===== config.mk =====
export PLATFORM = sky130hd
export DESIGN_NAME = wb_stage
export DESIGN_NICKNAME = d
export VERILOG_FILES = /design/src/rtl/wb_stage.sv
export SDC_FILE = /design/constraint.sdc
export NUM_CORES = 1
export LEC_CHECK = 0
export BUFFER_PORTS_ARGS = -buffer_cell sky130_fd_sc_hd__buf_2
export CORE_MARGIN = 10
export CORE_UTILIZATION = 58
export DETAILED_ROUTE_END_ITERATION = 10
export GPL_ROUTABILITY_DRIVEN = 0
export PLACE_DENSITY = 0.88
export SLEW_MARGIN = 10
export SYNTH_ARGS = -nofsm -noshare
export SYNTH_HDL_FRONTEND = slang
export SYNTH_SLANG_ARGS = --single-unit

===== constraint.sdc =====
create_clock -name clk -period 3.5 [get_ports clk]
set_input_delay 0.7 -clock clk [delete_from_list [all_inputs] [get_ports clk]]
set_output_delay 0.7 -clock clk [all_outputs]
set_load 0.005 [all_outputs]

===== src/rtl/wb_stage.sv =====
// Write-back stage: MEM/WB pipeline register, load alignment/extension, write-data select,
// x0/misaligned write suppression and retired-instruction counter. Optional WB_FWD_EN adds forwarding taps.
module wb_stage #(
    parameter int XLEN       = 32,
    parameter int REG_ADDR_W = 5
) (
    input  logic                  clk,
    input  logic                  reset,
    input  logic                  valid_in,
    input  logic                  stall,
    input  logic                  flush,
    input  logic                  Ctl_RegWrite_in,
    input  logic [1:0]            Ctl_MemtoReg_in,
    input  logic [2:0]            funct3_in,
    input  logic [REG_ADDR_W-1:0] rd_in,
    input  logic [XLEN-1:0]       ALU_result_in,
    input  logic [XLEN-1:0]       ReadData_in,
    input  logic [XLEN-1:0]       PC_in,
    output logic                  Ctl_RegWrite_out,
    output logic [REG_ADDR_W-1:0] WriteReg,
    output logic [XLEN-1:0]       WriteData,
    output logic                  misaligned,
    output logic [31:0]           retire_count
`ifdef WB_FWD_EN
    ,
    output logic                  fwd_valid,
    output logic [XLEN-1:0]       fwd_data
`endif
);

    typedef enum logic [1:0] {
        SEL_ALU  = 2'b00,
        SEL_LOAD = 2'b01,
        SEL_LINK = 2'b10,
        SEL_NONE = 2'b11
    } wb_sel_e;

    logic                  valid_q;
    logic                  regwrite_q;
    logic [1:0]            memtoreg_q;
    logic [2:0]            funct3_q;
    logic [REG_ADDR_W-1:0] rd_q;
    logic [XLEN-1:0]       alu_q;
    logic [XLEN-1:0]       rdata_q;
    logic [XLEN-1:0]       pc_q;
    logic [31:0]           retire_q;

    // An instruction retires when it leaves WB: either replaced (no stall) or killed by flush.
    logic retire_now;
    assign retire_now = valid_q & (~stall | flush);

    always_ff @(posedge clk) begin
        if (!reset) begin
            // NOTE: non-blocking assignments keep every register sampling pre-edge values.
            valid_q    <= 1'b0;
            regwrite_q <= 1'b0;
            memtoreg_q <= 2'b00;
            funct3_q   <= 3'b000;
            rd_q       <= '0;
            alu_q      <= '0;
            rdata_q    <= '0;
            pc_q       <= '0;
            retire_q   <= 32'd0;
        end else begin
            if (retire_now)
                retire_q <= retire_q + 32'd1;
            if (flush) begin
                valid_q <= 1'b0;
            end else if (!stall) begin
                valid_q    <= valid_in;
                regwrite_q <= Ctl_RegWrite_in;
                memtoreg_q <= Ctl_MemtoReg_in;
                funct3_q   <= funct3_in;
                rd_q       <= rd_in;
                alu_q      <= ALU_result_in;
                rdata_q    <= ReadData_in;
                pc_q       <= PC_in;
            end
        end
    end

    logic [1:0]      off;
    logic [7:0]      byte_sel;
    logic [15:0]     half_sel;
    logic [XLEN-1:0] load_data;
    logic            mis_cond;
    logic [XLEN-1:0] wb_mux;

    always_comb begin
        // NOTE: every combinational output gets a default first so no latch is inferred.
        off       = alu_q[1:0];
        byte_sel  = rdata_q[7:0];
        half_sel  = off[1] ? rdata_q[31:16] : rdata_q[15:0];
        load_data = rdata_q;
        mis_cond  = 1'b0;

        case (off)
            2'd0:    byte_sel = rdata_q[7:0];
            2'd1:    byte_sel = rdata_q[15:8];
            2'd2:    byte_sel = rdata_q[23:16];
            default: byte_sel = rdata_q[31:24];
        endcase

        case (funct3_q)
            3'b000: load_data = {{(XLEN-8){byte_sel[7]}}, byte_sel};
            3'b100: load_data = {{(XLEN-8){1'b0}}, byte_sel};
            3'b001: begin
                load_data = {{(XLEN-16){half_sel[15]}}, half_sel};
                mis_cond  = off[0];
            end
            3'b101: begin
                load_data = {{(XLEN-16){1'b0}}, half_sel};
                mis_cond  = off[0];
            end
            default: begin
                load_data = rdata_q;
                mis_cond  = (off != 2'b00);
            end
        endcase

        case (wb_sel_e'(memtoreg_q))
            SEL_ALU:  wb_mux = alu_q;
            SEL_LOAD: wb_mux = load_data;
            SEL_LINK: wb_mux = pc_q + XLEN'(4);
            default:  wb_mux = '0;
        endcase
    end

    // Outputs are qualified by valid_q so a bubble presents an all-zero write port.
    assign misaligned       = valid_q & (memtoreg_q == SEL_LOAD) & mis_cond;
    assign WriteData        = valid_q ? wb_mux : '0;
    assign WriteReg         = valid_q ? rd_q : '0;
    assign Ctl_RegWrite_out = valid_q & regwrite_q & (rd_q != '0) & ~misaligned;
    assign retire_count     = retire_q;

`ifdef WB_FWD_EN
    assign fwd_valid = Ctl_RegWrite_out;
    assign fwd_data  = WriteData;
`endif

endmodule


# Word-level counts from Yosys, hierarchy flattened
# Cells that the tools add are included.
[totals] reg_bits=140 latchBits=0 ramBits=0 rom_bits=0 n_memories=0
[classes] n_addsub=2 n_mul=0 div=0 order_cmp=0 n_eq_ne=7 shift=0 mux=7 bitwise=11 reduce_logical=9
[op_table] op="$pmux 32 s4" n=1
[op_table] op="$pmux 32 s3" n=1
[op_table] op="$add 32x1->32 const B" n=1
[op_table] op="$add 32x3->32 const B" n=1
[op_table] op="$mux 32" n=1
[op_table] op="$pmux 8 s3" n=1
[op_table] op="$mux 16" n=1
[op_table] op="$and 1x1->1" n=6
[op_table] op="$eq 3x3->1 const B" n=2
[op_table] op="$reduce_or 2->1" n=3
[op_table] op="$mux 5" n=1
[op_table] op="$reduce_bool 5->1" n=1
[op_table] op="$eq 2x1->1 const B" n=2
[op_table] op="$eq 2x2->1 const B" n=2
[op_table] op="$logic_not 2->1" n=2
[op_table] op="$not 1->1" n=4
[op_table] op="$eq 3x1->1 const B" n=1
[op_table] op="$logic_not 3->1" n=1
[op_table] op="$pmux 1 s2" n=1
[op_table] op="$reduce_and 2->1" n=1
[op_table] op="$reduce_bool 2->1" n=1
[op_table] op="$or 1x1->1" n=1

# Depth between registers and ports, before layout
[depth] depth_word=6 ltp_mapped=7 mapped_depth_nobuf=6

# Least setup slack after synthesis
# No wires, ideal clock.
[synth_path] path_type="reg2out" from="register alu_q[1]" to="output WriteData[12]" t_arrival_ns=1.646 required_time_ns=2.800 slack_ns=1.154 path_stages_with_launch=7 path_buffers=1 cell_sequence="dfxtp_1 > buf_2 > mux2_2 > mux2i_1 > nor2_1 > o31ai_1 > o21ai_0"
[synth_via] elab_chain_len=5 elab_cells_between_ends=8
[synth_lines] item="start, declared" line="43" text="logic [XLEN-1:0] alu_q;"
[synth_lines] item="start signal, assigned" line="75" text="alu_q <= ALU_result_in;"
[synth_lines] item="$eq 2x2->1 (tied with other cells)" line="97" text="case (off)"
[synth_lines] item="$pmux 8 s3" line="97"
[synth_lines] item="$pmux 32 s4 *" line="104" text="case (funct3_q)"
[synth_lines] item="$pmux 32 s3 *" line="121" text="case (wb_sel_e'(memtoreg_q))"
[synth_lines] item="$mux 32 *" line="131" text="assign WriteData = valid_q ? wb_mux : '0;"
[synth_lines] item="end, declared" line="21" text="output logic [XLEN-1:0] WriteData,"
# Every way passes the cells marked *; elsewhere a longest branch is shown, timed or not.

# Final worst setup path
[layout_path] from="register pc_q[16]" to="output WriteData[29]"
[layout_via] elab_chain_len=3
[layout_lines] item="start, declared" line="45" text="logic [XLEN-1:0] pc_q;"
[layout_lines] item="start signal, assigned" line="77" text="pc_q <= PC_in;"
[layout_lines] item="$add 32x3->32" line="124" text="SEL_LINK: wb_mux = pc_q + XLEN'(4);"
[layout_lines] item="$pmux 32 s3" line="121"
[layout_lines] item="$mux 32" line="131"
# No other way between the ends.

==> run summary <==
status = completed
CTS HTree Levels = 4
Starting Density = 59.07%
largest net degree at the start of global routing = 108
synthesized cell area = 7455 sq um
Post-Route WL = 22710 microns
Max transition margin = 50.19%
NetSw = 0.9366 mW
vias in the first global route = 7041
routed length per instance = 17.39 microns
final instance area = 8985 sq um
depth of the most critical reg-to-reg path = 5
largest family of logic cells by synthesized area = simple AND/OR/NAND/NOR gates
IO Port Bufs = 182
Period minus WS final = 3.236 ns
P&R area growth vs syn = 20.53%
cts hold-fix bufs = 0
Clock power frac = 45.0%
Mean Syn Cell Area = 7.654 sq um
Pleak = 3.519 nW
most common cell after layout, fill and taps aside = nand2_1
compound-cell area share of the yosys netlist = 20.43%
RSZ-0062 raised after global routing = false
Std-Cell Rows = 41
Seq/Total Area, Yosys = 37.60%
CP startpoint = pc_q[16]
post-cts sizing count = 0
all-layer global routing usage = 24.83%
first-pass GRT wire length = 36140 microns
Antenna Nets Post-Route = 0
most frequent cells in the layout = 260 x nand2_1, 182 x buf_2, 140 x dfxtp_1
critical path class = reg -> out
synth top area cells = dfxtp_1 38%, nand2_1 13%, a21boi_0 11%
Post CTS Setup Buffer Count = 0
I/O pin cnt = 183
DRC = 0
clk_skew = 0.004753 ns
peak supply drop = 0.3787 mV
period utilisation layout = 92.46%
power per cell area = 417.4 nW/um^2
Area after DPL = 8426 sq um
setup violators final = 0
warning count from the yosys run = 0
hold path start = alu_q[3]
max-cap violations = 0
final slew viol count = 0
Die Span X = 133.4 microns
layout net count = 1233
Post-synth EDFFs = 0
Yosys reg bits = 140
fraction of final layout cells sized beyond drive strength 1 = 21.91%
Net Sw Frac = 24.97%
DR vias = 7501
post-layout util = 71.20%
worst path required time = 2.80 ns
XOR/XNOR Fraction of Synth Area = 5.992%
root buffer cell = clkbuf_16
Slew @ Worst Pin = 0.7403 ns
CTS Sinks = 140
element type at the critical path start = register
maximum clock frequency = 309.0 MHz
Hold Path Depth = 2
initial antenna violation count = 5
logic gate share of total power = 9.3%
via/cell ratio = 5.743
drt pass-1 iters = 5
ys flop type = dfxtp_1
mux contribution to synthesized area = 1.544%
Adder-Cell Fraction of Synth Area = 0.3357%
element type at the critical path end = primary output
Initial DRC Count = 840
sequential power share = 45.7%
worst skew pair latency = 0.42 ns
CTS buffer count = 17
Hold Worst Slack = 0.4624 ns
post-synth top area share = 37.60%
Synth area leader = dfxtp_1
CP arrival = 2.54 ns
Max clock buf depth = 2
core area = 12620 sq um
die height = 133.4 microns
setup_tns = 0 ns
hpwl dp = 16420 microns
internal power = 2.814 mW
Mapped Cells = 974
global route total overflow = 0
maximum fanout along the worst path = 7
Final Hold Fails = 0
fraction of registers with async set/reset = 0%
RR Startpoint = retire_count[17]
Mapped Nets = 1088
CTS clk-pin slew, worst paths = 0.06 ns
CTS tree = yes
die area = 17790 sq um
Synth Area in Simple Gates = 29.79%
Cell variety after synth = 54
Hold WC Path Type = reg -> reg
per-stage QoR:
step           setup slack (ns)  cells  power (mW)
3_5_place_dp             0.8287   1272       2.088
3_3_place_gp             0.9085   1272       2.080
5_1_grt                 0.05127   1304       3.886
6_report                 0.2639   1306       3.751
4_1_cts                  0.3097   1304       3.755
2_1_floorplan             1.154    974       1.940
metal layers:
layer  share of wire (%)  global-route usage [%]
met1                  41                   30.54
met2                  44                   37.28
met3                 9.7                   8.684
met4                 4.5                   13.36
met5                0.21                       0
worst max-delay path, stage by stage, from the launching register on:
cell	delay [ns]
dfxtp_1	0.45
nand4_1	0.20
nor4_1	0.71
nand4_1	0.22
xor2_1	0.21
o22ai_1	0.17
buf_2	0.17
sequential cells by signal, indices dropped and copies added (netlist names):
name	cells
alu_q	32
regwrite_q	1
funct3_q	3
valid_q	1
pc_q	32
rdata_q	32
retire_count	32
rd_q	5
memtoreg_q	2
path summary, 6_finish.rpt:
kind	endpoint	slack (ns)
worst max-delay path	WriteData[29]	0.26
worst min register to register	alu_q[3]	0.46
worst max register to register	retire_count[30]	1.60
worst min-delay path	alu_q[3]	0.46
cell families after synthesis:
| kind of cell | after synthesis |
|---|---|
| AO/OA/AOI/OAI | 220 |
| XOR/XNOR | 51 |
| adder cells (fa/ha/maj) | 2 |
| buffers and inverters | 77 |
| flip-flops | 140 |
| multiplexers | 11 |
| AND/OR/NAND/NOR | 473 |
area by class of cell:
type	count	area, sq um
Clock buffer	21	460.4
Fill cell	1040	3635
Multi-Input combinational cell	757	4340
Inverter	7	26.28
Sequential cell	140	2803
Timing Repair Buffer	196	1041
Clock inverter	11	93.84
Antenna cell	2	5.005
Tap cell	172	215.2
power by group through the flow:
stage | Sequential [mW] | Combinational [mW] | Clock (mW)
3_5_place_dp | 1.75 | 0.342 | 0
4_1_cts | 1.71 | 0.345 | 1.70
3_3_place_gp | 1.74 | 0.337 | 0
5_1_grt | 1.72 | 0.387 | 1.78
6_report | 1.72 | 0.348 | 1.69
2_1_floorplan | 1.72 | 0.219 | 0
Yosys cell counts (18+ instances only):
| library cell | instances |
|---|---|
| nor2_1 | 37 |
| nand4_1 | 24 |
| a21boi_0 | 114 |
| nor3_1 | 21 |
| dfxtp_1 | 140 |
| and2_1 | 34 |
| xor2_1 | 19 |
| nand2_1 | 260 |
| clkbuf_1 | 59 |
| a21oi_1 | 24 |
| nand3_1 | 31 |
| nand2b_1 | 18 |
| o21ai_0 | 24 |
| xnor2_1 | 32 |
| o22ai_1 | 26 |
(Power assumes the default switching activity.)
